`src/rtl/alu_arbiter_if.sv`:
```
// Request, ALU and response bundle shared by alu_arbiter and its environment.
// Operand width defaults to the WORD_WIDTH macro (32 when the macro is not defined).
`ifndef WORD_WIDTH
`define WORD_WIDTH 32
`endif

interface alu_arbiter_if #(
    parameter int WORD_WIDTH = `WORD_WIDTH
);
    logic [1:0]            req_valid;
    logic [1:0]            req_ready;
    logic [3:0]            req0_cmd;
    logic [WORD_WIDTH-1:0] req0_val1;
    logic [WORD_WIDTH-1:0] req0_val2;
    logic                  req0_set_flags;
    logic [3:0]            req1_cmd;
    logic [WORD_WIDTH-1:0] req1_val1;
    logic [WORD_WIDTH-1:0] req1_val2;
    logic                  req1_set_flags;
    logic [3:0]            alu_cmd;
    logic [WORD_WIDTH-1:0] alu_val1;
    logic [WORD_WIDTH-1:0] alu_val2;
    logic                  alu_carry;
    logic [WORD_WIDTH-1:0] alu_res;
    logic [3:0]            alu_sr;
    logic                  rsp_valid;
    logic                  rsp_ready;
    logic                  rsp_id;
    logic [WORD_WIDTH-1:0] rsp_res;
    logic [3:0]            rsp_sr;
    logic [3:0]            flags;

    modport slave (
        input  req_valid, req0_cmd, req0_val1, req0_val2, req0_set_flags,
               req1_cmd, req1_val1, req1_val2, req1_set_flags,
               alu_res, alu_sr, rsp_ready,
        output req_ready, alu_cmd, alu_val1, alu_val2, alu_carry,
               rsp_valid, rsp_id, rsp_res, rsp_sr, flags
    );

    modport master (
        output req_valid, req0_cmd, req0_val1, req0_val2, req0_set_flags,
               req1_cmd, req1_val1, req1_val2, req1_set_flags,
               alu_res, alu_sr, rsp_ready,
        input  req_ready, alu_cmd, alu_val1, alu_val2, alu_carry,
               rsp_valid, rsp_id, rsp_res, rsp_sr, flags
    );
endinterface

```
`src/rtl/alu_arbiter.sv`:
```
// Two-requester arbiter for the shared EX-stage ALU: registered response channel plus status register.
// Define ALU_ARB_FIXED_PRIO_EN for fixed req0 priority; the default build is round-robin.
`ifndef WORD_WIDTH
`define WORD_WIDTH 32
`endif

module alu_arbiter #(
    parameter int         WORD_WIDTH = `WORD_WIDTH,
    parameter logic [3:0] SR_RESET   = 4'b0000
) (
    input logic          clk,
    input logic          rst,
    alu_arbiter_if.slave bus
);
    typedef enum logic {IDLE, RESP} state_e;

    state_e                state_q, state_d;
    logic                  rsp_id_q, rsp_id_d;
    logic [WORD_WIDTH-1:0] rsp_res_q, rsp_res_d;
    logic [3:0]            rsp_sr_q, rsp_sr_d;
    logic [3:0]            flags_q, flags_d;
    logic                  can_issue, issue, grant, contend_pick, grant_set_flags;

    always_comb begin
        can_issue       = (state_q == IDLE) || bus.rsp_ready;
        issue           = can_issue && (bus.req_valid != 2'b00);
        grant           = (bus.req_valid == 2'b11) ? contend_pick : bus.req_valid[1];
        grant_set_flags = grant ? bus.req1_set_flags : bus.req0_set_flags;
    end

    // NOTE: every output of a combinational block gets a default first, so no latch is inferred.
    always_comb begin
        bus.req_ready = 2'b00;
        bus.alu_cmd   = 4'h0;
        bus.alu_val1  = '0;
        bus.alu_val2  = '0;
        if (issue) begin
            bus.req_ready = grant ? 2'b10 : 2'b01;
            bus.alu_cmd   = grant ? bus.req1_cmd  : bus.req0_cmd;
            bus.alu_val1  = grant ? bus.req1_val1 : bus.req0_val1;
            bus.alu_val2  = grant ? bus.req1_val2 : bus.req0_val2;
        end
    end

    always_comb begin
        state_d   = state_q;
        rsp_id_d  = rsp_id_q;
        rsp_res_d = rsp_res_q;
        rsp_sr_d  = rsp_sr_q;
        flags_d   = flags_q;
        if (issue) begin
            state_d   = RESP;
            rsp_id_d  = grant;
            rsp_res_d = bus.alu_res;
            rsp_sr_d  = bus.alu_sr;
            if (grant_set_flags) flags_d = bus.alu_sr;
        end else if ((state_q == RESP) && bus.rsp_ready) begin
            state_d = IDLE;
        end
    end

    // NOTE: state flops use non-blocking assignments so every flop samples pre-edge values.
    always_ff @(posedge clk or posedge rst) begin
        if (rst) begin
            state_q   <= IDLE;
            rsp_id_q  <= 1'b0;
            rsp_res_q <= '0;
            rsp_sr_q  <= 4'b0000;
            flags_q   <= SR_RESET;
        end else begin
            state_q   <= state_d;
            rsp_id_q  <= rsp_id_d;
            rsp_res_q <= rsp_res_d;
            rsp_sr_q  <= rsp_sr_d;
            flags_q   <= flags_d;
        end
    end

`ifdef ALU_ARB_FIXED_PRIO_EN
    assign contend_pick = 1'b0;
`else
    logic last_grant_q, last_grant_d;

    assign last_grant_d = issue ? grant : last_grant_q;
    assign contend_pick = ~last_grant_q;

    // Resetting to 1 makes the first contended grant go to req0.
    always_ff @(posedge clk or posedge rst) begin
        if (rst) last_grant_q <= 1'b1;
        else     last_grant_q <= last_grant_d;
    end
`endif

    assign bus.alu_carry = flags_q[2];
    assign bus.rsp_valid = (state_q == RESP);
    assign bus.rsp_id    = rsp_id_q;
    assign bus.rsp_res   = rsp_res_q;
    assign bus.rsp_sr    = rsp_sr_q;
    assign bus.flags     = flags_q;
endmodule

```
`src/flat_wrapper.sv`:
```
// flat-port wrapper written by rule: the top's interface ports become plain ports
module alu_arbiter_flat 
#(
    parameter int         WORD_WIDTH = `WORD_WIDTH,
    parameter logic [3:0] SR_RESET   = 4'b0000
)
  (clk, rst, bus_req_valid, bus_req0_cmd, bus_req0_val1, bus_req0_val2, bus_req0_set_flags, bus_req1_cmd, bus_req1_val1, bus_req1_val2, bus_req1_set_flags, bus_alu_res, bus_alu_sr, bus_rsp_ready, bus_req_ready, bus_alu_cmd, bus_alu_val1, bus_alu_val2, bus_alu_carry, bus_rsp_valid, bus_rsp_id, bus_rsp_res, bus_rsp_sr, bus_flags);
  alu_arbiter_if #(.WORD_WIDTH(WORD_WIDTH)) bus_i ();
  input logic clk;
  input logic rst;
  input wire logic [$bits(bus_i.req_valid)-1:0] bus_req_valid;
  input wire logic [$bits(bus_i.req0_cmd)-1:0] bus_req0_cmd;
  input wire logic [$bits(bus_i.req0_val1)-1:0] bus_req0_val1;
  input wire logic [$bits(bus_i.req0_val2)-1:0] bus_req0_val2;
  input wire logic [$bits(bus_i.req0_set_flags)-1:0] bus_req0_set_flags;
  input wire logic [$bits(bus_i.req1_cmd)-1:0] bus_req1_cmd;
  input wire logic [$bits(bus_i.req1_val1)-1:0] bus_req1_val1;
  input wire logic [$bits(bus_i.req1_val2)-1:0] bus_req1_val2;
  input wire logic [$bits(bus_i.req1_set_flags)-1:0] bus_req1_set_flags;
  input wire logic [$bits(bus_i.alu_res)-1:0] bus_alu_res;
  input wire logic [$bits(bus_i.alu_sr)-1:0] bus_alu_sr;
  input wire logic [$bits(bus_i.rsp_ready)-1:0] bus_rsp_ready;
  output wire logic [$bits(bus_i.req_ready)-1:0] bus_req_ready;
  output wire logic [$bits(bus_i.alu_cmd)-1:0] bus_alu_cmd;
  output wire logic [$bits(bus_i.alu_val1)-1:0] bus_alu_val1;
  output wire logic [$bits(bus_i.alu_val2)-1:0] bus_alu_val2;
  output wire logic [$bits(bus_i.alu_carry)-1:0] bus_alu_carry;
  output wire logic [$bits(bus_i.rsp_valid)-1:0] bus_rsp_valid;
  output wire logic [$bits(bus_i.rsp_id)-1:0] bus_rsp_id;
  output wire logic [$bits(bus_i.rsp_res)-1:0] bus_rsp_res;
  output wire logic [$bits(bus_i.rsp_sr)-1:0] bus_rsp_sr;
  output wire logic [$bits(bus_i.flags)-1:0] bus_flags;
  assign bus_i.req_valid = bus_req_valid;
  assign bus_i.req0_cmd = bus_req0_cmd;
  assign bus_i.req0_val1 = bus_req0_val1;
  assign bus_i.req0_val2 = bus_req0_val2;
  assign bus_i.req0_set_flags = bus_req0_set_flags;
  assign bus_i.req1_cmd = bus_req1_cmd;
  assign bus_i.req1_val1 = bus_req1_val1;
  assign bus_i.req1_val2 = bus_req1_val2;
  assign bus_i.req1_set_flags = bus_req1_set_flags;
  assign bus_i.alu_res = bus_alu_res;
  assign bus_i.alu_sr = bus_alu_sr;
  assign bus_i.rsp_ready = bus_rsp_ready;
  assign bus_req_ready = bus_i.req_ready;
  assign bus_alu_cmd = bus_i.alu_cmd;
  assign bus_alu_val1 = bus_i.alu_val1;
  assign bus_alu_val2 = bus_i.alu_val2;
  assign bus_alu_carry = bus_i.alu_carry;
  assign bus_rsp_valid = bus_i.rsp_valid;
  assign bus_rsp_id = bus_i.rsp_id;
  assign bus_rsp_res = bus_i.rsp_res;
  assign bus_rsp_sr = bus_i.rsp_sr;
  assign bus_flags = bus_i.flags;
  alu_arbiter #(.WORD_WIDTH(WORD_WIDTH), .SR_RESET(SR_RESET)) u_core (.clk(clk), .rst(rst), .bus(bus_i));
endmodule
```
`config.mk`:
```
export PLATFORM = sky130hd
export DESIGN_NAME = alu_arbiter_flat
export DESIGN_NICKNAME = d
export VERILOG_FILES = /design/src/rtl/alu_arbiter_if.sv /design/src/rtl/alu_arbiter.sv /design/src/flat_wrapper.sv
export SDC_FILE = /design/constraint.sdc
export NUM_CORES = 1
export LEC_CHECK = 0
export ABC_AREA = 1
export BUFFER_PORTS_ARGS = -buffer_cell sky130_fd_sc_hd__buf_4
export CAP_MARGIN = 10
export CORE_AREA = 2 2 113 115
export DETAILED_ROUTE_END_ITERATION = 10
export DIE_AREA = 0 0 115 117
export GPL_ROUTABILITY_DRIVEN = 0
export PLACE_DENSITY = 0.62
export SLEW_MARGIN = 20
export SYNTH_ARGS = -nofsm -noshare
export SYNTH_HDL_FRONTEND = slang
export SYNTH_SLANG_ARGS = --single-unit
```
`constraint.sdc`:
```
create_clock -name clk -period 2 [get_ports clk]
set_input_delay 0.5 -clock clk [delete_from_list [all_inputs] [get_ports clk]]
set_output_delay 0.5 -clock clk [all_outputs]
set_load 0.01 [all_outputs]
```
==> After elaboration in Yosys (flattened, before gate mapping) <==
Index checks and enable logic that the tools add are counted.
Widths: inputs -> output; s select.
{ "totals": {"ff_bits": 43, "inputBits": 179, "output_inout_bits": 113, "word_cells": 27} }
{ "op_classes": {"n_eq_ne": 1, "n_mux": 12, "bitwise_logic": 2, "reduce_logical": 6} }
{ "ops": {"columns": ["operator", "count"], "rows": [
  ["$mux 32", 4],
  ["$mux 4", 2],
  ["$mux 1", 4],
  ["$mux 2", 2],
  ["$reduce_bool 2->1", 2],
  ["$eq 2x2->1 const B", 1],
  ["$logic_and 1x1->1", 2],
  ["$not 1->1", 2],
  ["$reduce_and 2->1", 1],
  ["$logic_or 1x1->1", 1]
]} }

==> Logic depth before layout (Yosys ltp) <==
{ "logic_depth": {"word_depth": 4, "mapped_depth": 7, "depth_no_buf": 7} }

==> Least setup slack after synthesis <==
OpenSTA, ideal clock, no wires.
{ "synth_path": {"kind": "flip-flop to output port", "startpoint": "register u_core.last_grant_q", "endpoint": "output port bus_alu_val2[12]", "t_arrival_ns": 1.352, "t_required_ns": 1.500, "path_slack_ns": 0.148, "stages_incl_launch_ff": 7, "n_path_buf": 2, "path_cell_list": "dfstp_2 -> nand2_1 -> nand2_2 -> buf_2 -> buf_2 -> nand2_1 -> a21oi_1"} }
{ "synth_via": {"elab_chain_cells": 4} }
{ "synth_lines": {"columns": ["item", "line", "text"], "rows": [
  ["start, declared", "alu_arbiter.sv:82", "logic last_grant_q, last_grant_d;"],
  ["start signal, assigned", "alu_arbiter.sv:90", "else last_grant_q <= last_grant_d;"],
  ["$not 1->1", "alu_arbiter.sv:85", "assign contend_pick = ~last_grant_q;"],
  ["$mux 1", "alu_arbiter.sv:27", "grant = (bus.req_valid == 2'b11) ? contend_pick : bus.req_valid[1];"],
  ["$mux 32", "alu_arbiter.sv:41", "bus.alu_val2 = grant ? bus.req1_val2 : bus.req0_val2;"],
  ["$mux 32", "alu_arbiter.sv:37", "if (issue) begin"],
  ["end, declared", "flat_wrapper.sv:26", "output wire logic [$bits(bus_i.alu_val2)-1:0] bus_alu_val2;"]
]} }
Every way passes these cells.

==> Worst setup path after layout <==
{ "layout_path": {"startpoint": "register u_core.last_grant_q", "endpoint": "output port bus_alu_val2[23]"} }
The elaborated chain is that of the path after synthesis.

==> key figures <==
Worst setup path
  – CP required: approximately 1.5 ns
  – Critical path's largest stage delay: around 0.56 ns
  – Worst EP arrival: about 1.7 ns
  – Worst Path Buf+Inv: 3
  – CP Class: register to primary output
  – Worst path slowest cell: dfstp_2
  – Type of origin of the critical path: register
  – CP Max Fanout: 16
  – Worst R2R Path Depth: 10
  – Cell-by-cell trace of the critical path: nand2_4 -> nand2_8 -> buf_8 -> buf_16 -> nand2_1 -> a21oi_1 -> buf_4
  – Critical path depth: 7
  – Crit end category: primary output
  – Delay-heaviest family, CP: flip-flops

Floorplanning
  – Die ar.: ~0.013 mm2
  – Die width: ~120 um
  – Starting density of the core: 0.214
  – Row count: 41
  – Core Area: between 0.01 and 0.015 mm2
  – Die height: roughly 120 um
  – Ports: around 290

Global routing
  – First-pass GRT wire length: 18,100 um
  – Initial antenna violation count: 1
  – Vias in the first global route: 3,513
  – Total GRT Usage: 0.174
  – Largest net degree at the start of global routing: 44
  – Overflow after GRT: 0

Timing
  – Final worst slack: -0.157 ns
  – Slew HR: 0.633
  – Min Tclk post-route: around 2.2 ns
  – WHS: 0.354 ns
  – Hold Vio Cnt, Final: 0
  – Worst-margin pin slew: approximately 0.55 ns
  – Max Clock Skew: around 0.0065 ns
  – Unrepaired setup endpoints after global routing: true
  – Slew Limit Fails: 0
  – Tcrit/Tclk final: 1.08
  – Setup Viol. Count Final: 70
  – FMAX: 0.464 GHz

Flow run
  – MaxCap Viol Count: 0

Routing
  – TritonRoute pass-1 iters: 4
  – Iter 0 DRT Violations: roughly 190
  – Final WL: 13,900 um
  – Antenna Nets Post-Route: 0
  – WL/cell: ~16 um
  – Routed vias/inst: 4.49
  – Vias: 3,885
  – Residual DRC count: 0

Placement
  – Number of I/O port buffers: roughly 290
  – Placed cell areas: approximately 0.005 mm2
  – DP HPWL: between 9000 and 10,000 um

CTS
  – Clock Sinks: 43
  – Clock-pin slew on the worst setup and hold paths: 0.06 ns
  – Post-cts hold buffer count: 0
  – Latest clock arrival within the worst-skew pair: approximately 0.28 ns
  – H-Tree Depth: 2
  – CTS Buffer Depth: 2
  – Root buffer cell: clkbuf_16
  – Clock buffer count from CTS: 5
  – CTS tree: yes

Power and ir drop
  – Leakage: approximately 0.0031 uW
  – PD cells: ~630 mW/mm2
  – VDD IR-drop max: just over 700 uV

Synth
  – Mapped Area: between 0.002 and 0.003 mm2
  – Syn_area_per_cell: around 6.3 um2
  – Post-synthesis sequential area ratio: 0.409
  – #FFs+latches synth: 43
  – Syn Inst Count: between 400 and 500
  – Yosys cell types: 15
  – Ys Warns: 0
  – Post-Syn Nets: around 600

Status
  – Status: complete, but fails checks
  – Failing checks: negative setup slack

Final layout
  – Nets: ~900
  – Most frequent cells in the layout: buf_4 (297), nand2_1 (228), dfrtp_1 (42), a21oi_1 (37), nand2_2 (32)
  – Design area: 0.00578 mm2
  – Area grow syn2layout: 119%
  – Layout cells sized above 1: 0.557
  – Most common cell after layout, fill and taps aside: buf_4

Min path
  – Worst Hold Class: input pin to asynchronous set/reset pin
-- worst register-to-register path, stage by stage, from the launching register on --
cell and delay [ns]:
dfstp_2 0.56, nand2_4 0.08, nand2_8 0.09, buf_8 0.14
buf_16 0.16, buf_4 0.14, nand2_1 0.05, nand2_1 0.15
nand2_1 0.14, nand2_1 0.08, nand2_1 0.05
-- cell type report --
type	count	area [um2]
fillers	1232	6540
inverters	6	31.3
well taps	150	188
diodes	1	2.50
clock buffers	5	125
flip-flops and latches	43	1080
multi-input cells	340	1620
clock inverters	3	67.6
repair buffers	317	2660
-- logic make-up (layout without fill, tap and decap cells) --
group,count (synthesis),in the layout,synth area share
and+or+nand+nor,271,271,0.390
DFF,43,43,0.409
other,0,1,0
AOI/OAI and AO/OA,69,69,0.136
buffers and inverters,36,331,0.0651
-- Yosys cell counts (all sizes together) --
cell type	number	share of area
dfrtp	42	0.40
buf	16	0.037
dfstp	1	0.010
inv	6	0.0086
a21oi	69	0.14
nor2	1	0.0014
clkbuf	14	0.020
nand2	265	0.38
nand3	5	0.0095
-- layer usage --
metal	vias to the layer above	part of all wire	GRT usage
li1	1890	-	-
met4	0	0.014	0.0402
met3	15	0.094	0.0505
met5	-	0	0
met2	214	0.51	0.311
met1	1766	0.39	0.209
-- sequential cells by signal (all words and copies together), names as in the netlist --
register	cells
u_core.bus.rsp_res	32
u_core.bus.rsp_id	1
u_core.bus.rsp_valid	1
u_core.bus.rsp_sr	4
u_core.bus.flags	4
u_core.last_grant_q	1
-- power by group --
group / switching [uW] / internal, uW / leakage, uW / total [uW]
clock network: 326 / 715 / 0.0000900 / 1040
logic: 713 / 800 / 0.00253 / 1510
registers: 74.8 / 992 / 0.000522 / 1070
total: 1110 / 2510 / 0.00314 / 3620
-- what timing repair did --
item                                   in CTS  in global routing
setup endpoints to repair                  70                 70
pin swaps                                   9                  6
endpoints found under the hold margin       0                  0
setup buffers                               5                  1
resized for setup                          17                 69
cloned                                      5                  6
-- worst paths after layout --
path | from | slack [ns] | to
worst max-delay path | u_core.last_grant_q$_DFFE_PP1P_ | -0.16 | bus_alu_val2[23]
worst min-delay path | rst | 0.35 | u_core.bus.rsp_res[21]$_DFFE_PP0P_
worst max register to register | u_core.last_grant_q$_DFFE_PP1P_ | 0.26 | u_core.bus.flags[1]$_DFFE_PP0P_
worst min register to register | u_core.bus.rsp_res[13]$_DFFE_PP0P_ | 0.47 | u_core.bus.rsp_res[13]$_DFFE_PP0P_
max in group asynchronous | rst | 1.27 | u_core.last_grant_q$_DFFE_PP1P_
min in group clk | bus_alu_res[21] | 0.41 | u_core.bus.rsp_res[21]$_DFFE_PP0P_
-- metrics by stage --
stage          worst slack, ns  power, uW  std cells  TNS [ns]   util
6_report                -0.157       3620        865     -8.78  0.469
3_5_place_dp          -0.00990       2350        840   -0.0210  0.406
4_1_cts                 -0.203       3520        858    -12.82  0.441
3_3_place_gp            0.0238       2330        840         0  0.406
2_1_floorplan            0.148       1590        419         0      -
5_1_grt                 -0.243       3820        864    -13.92  0.469
No activity file was read; power rests on OpenSTA's default activity.
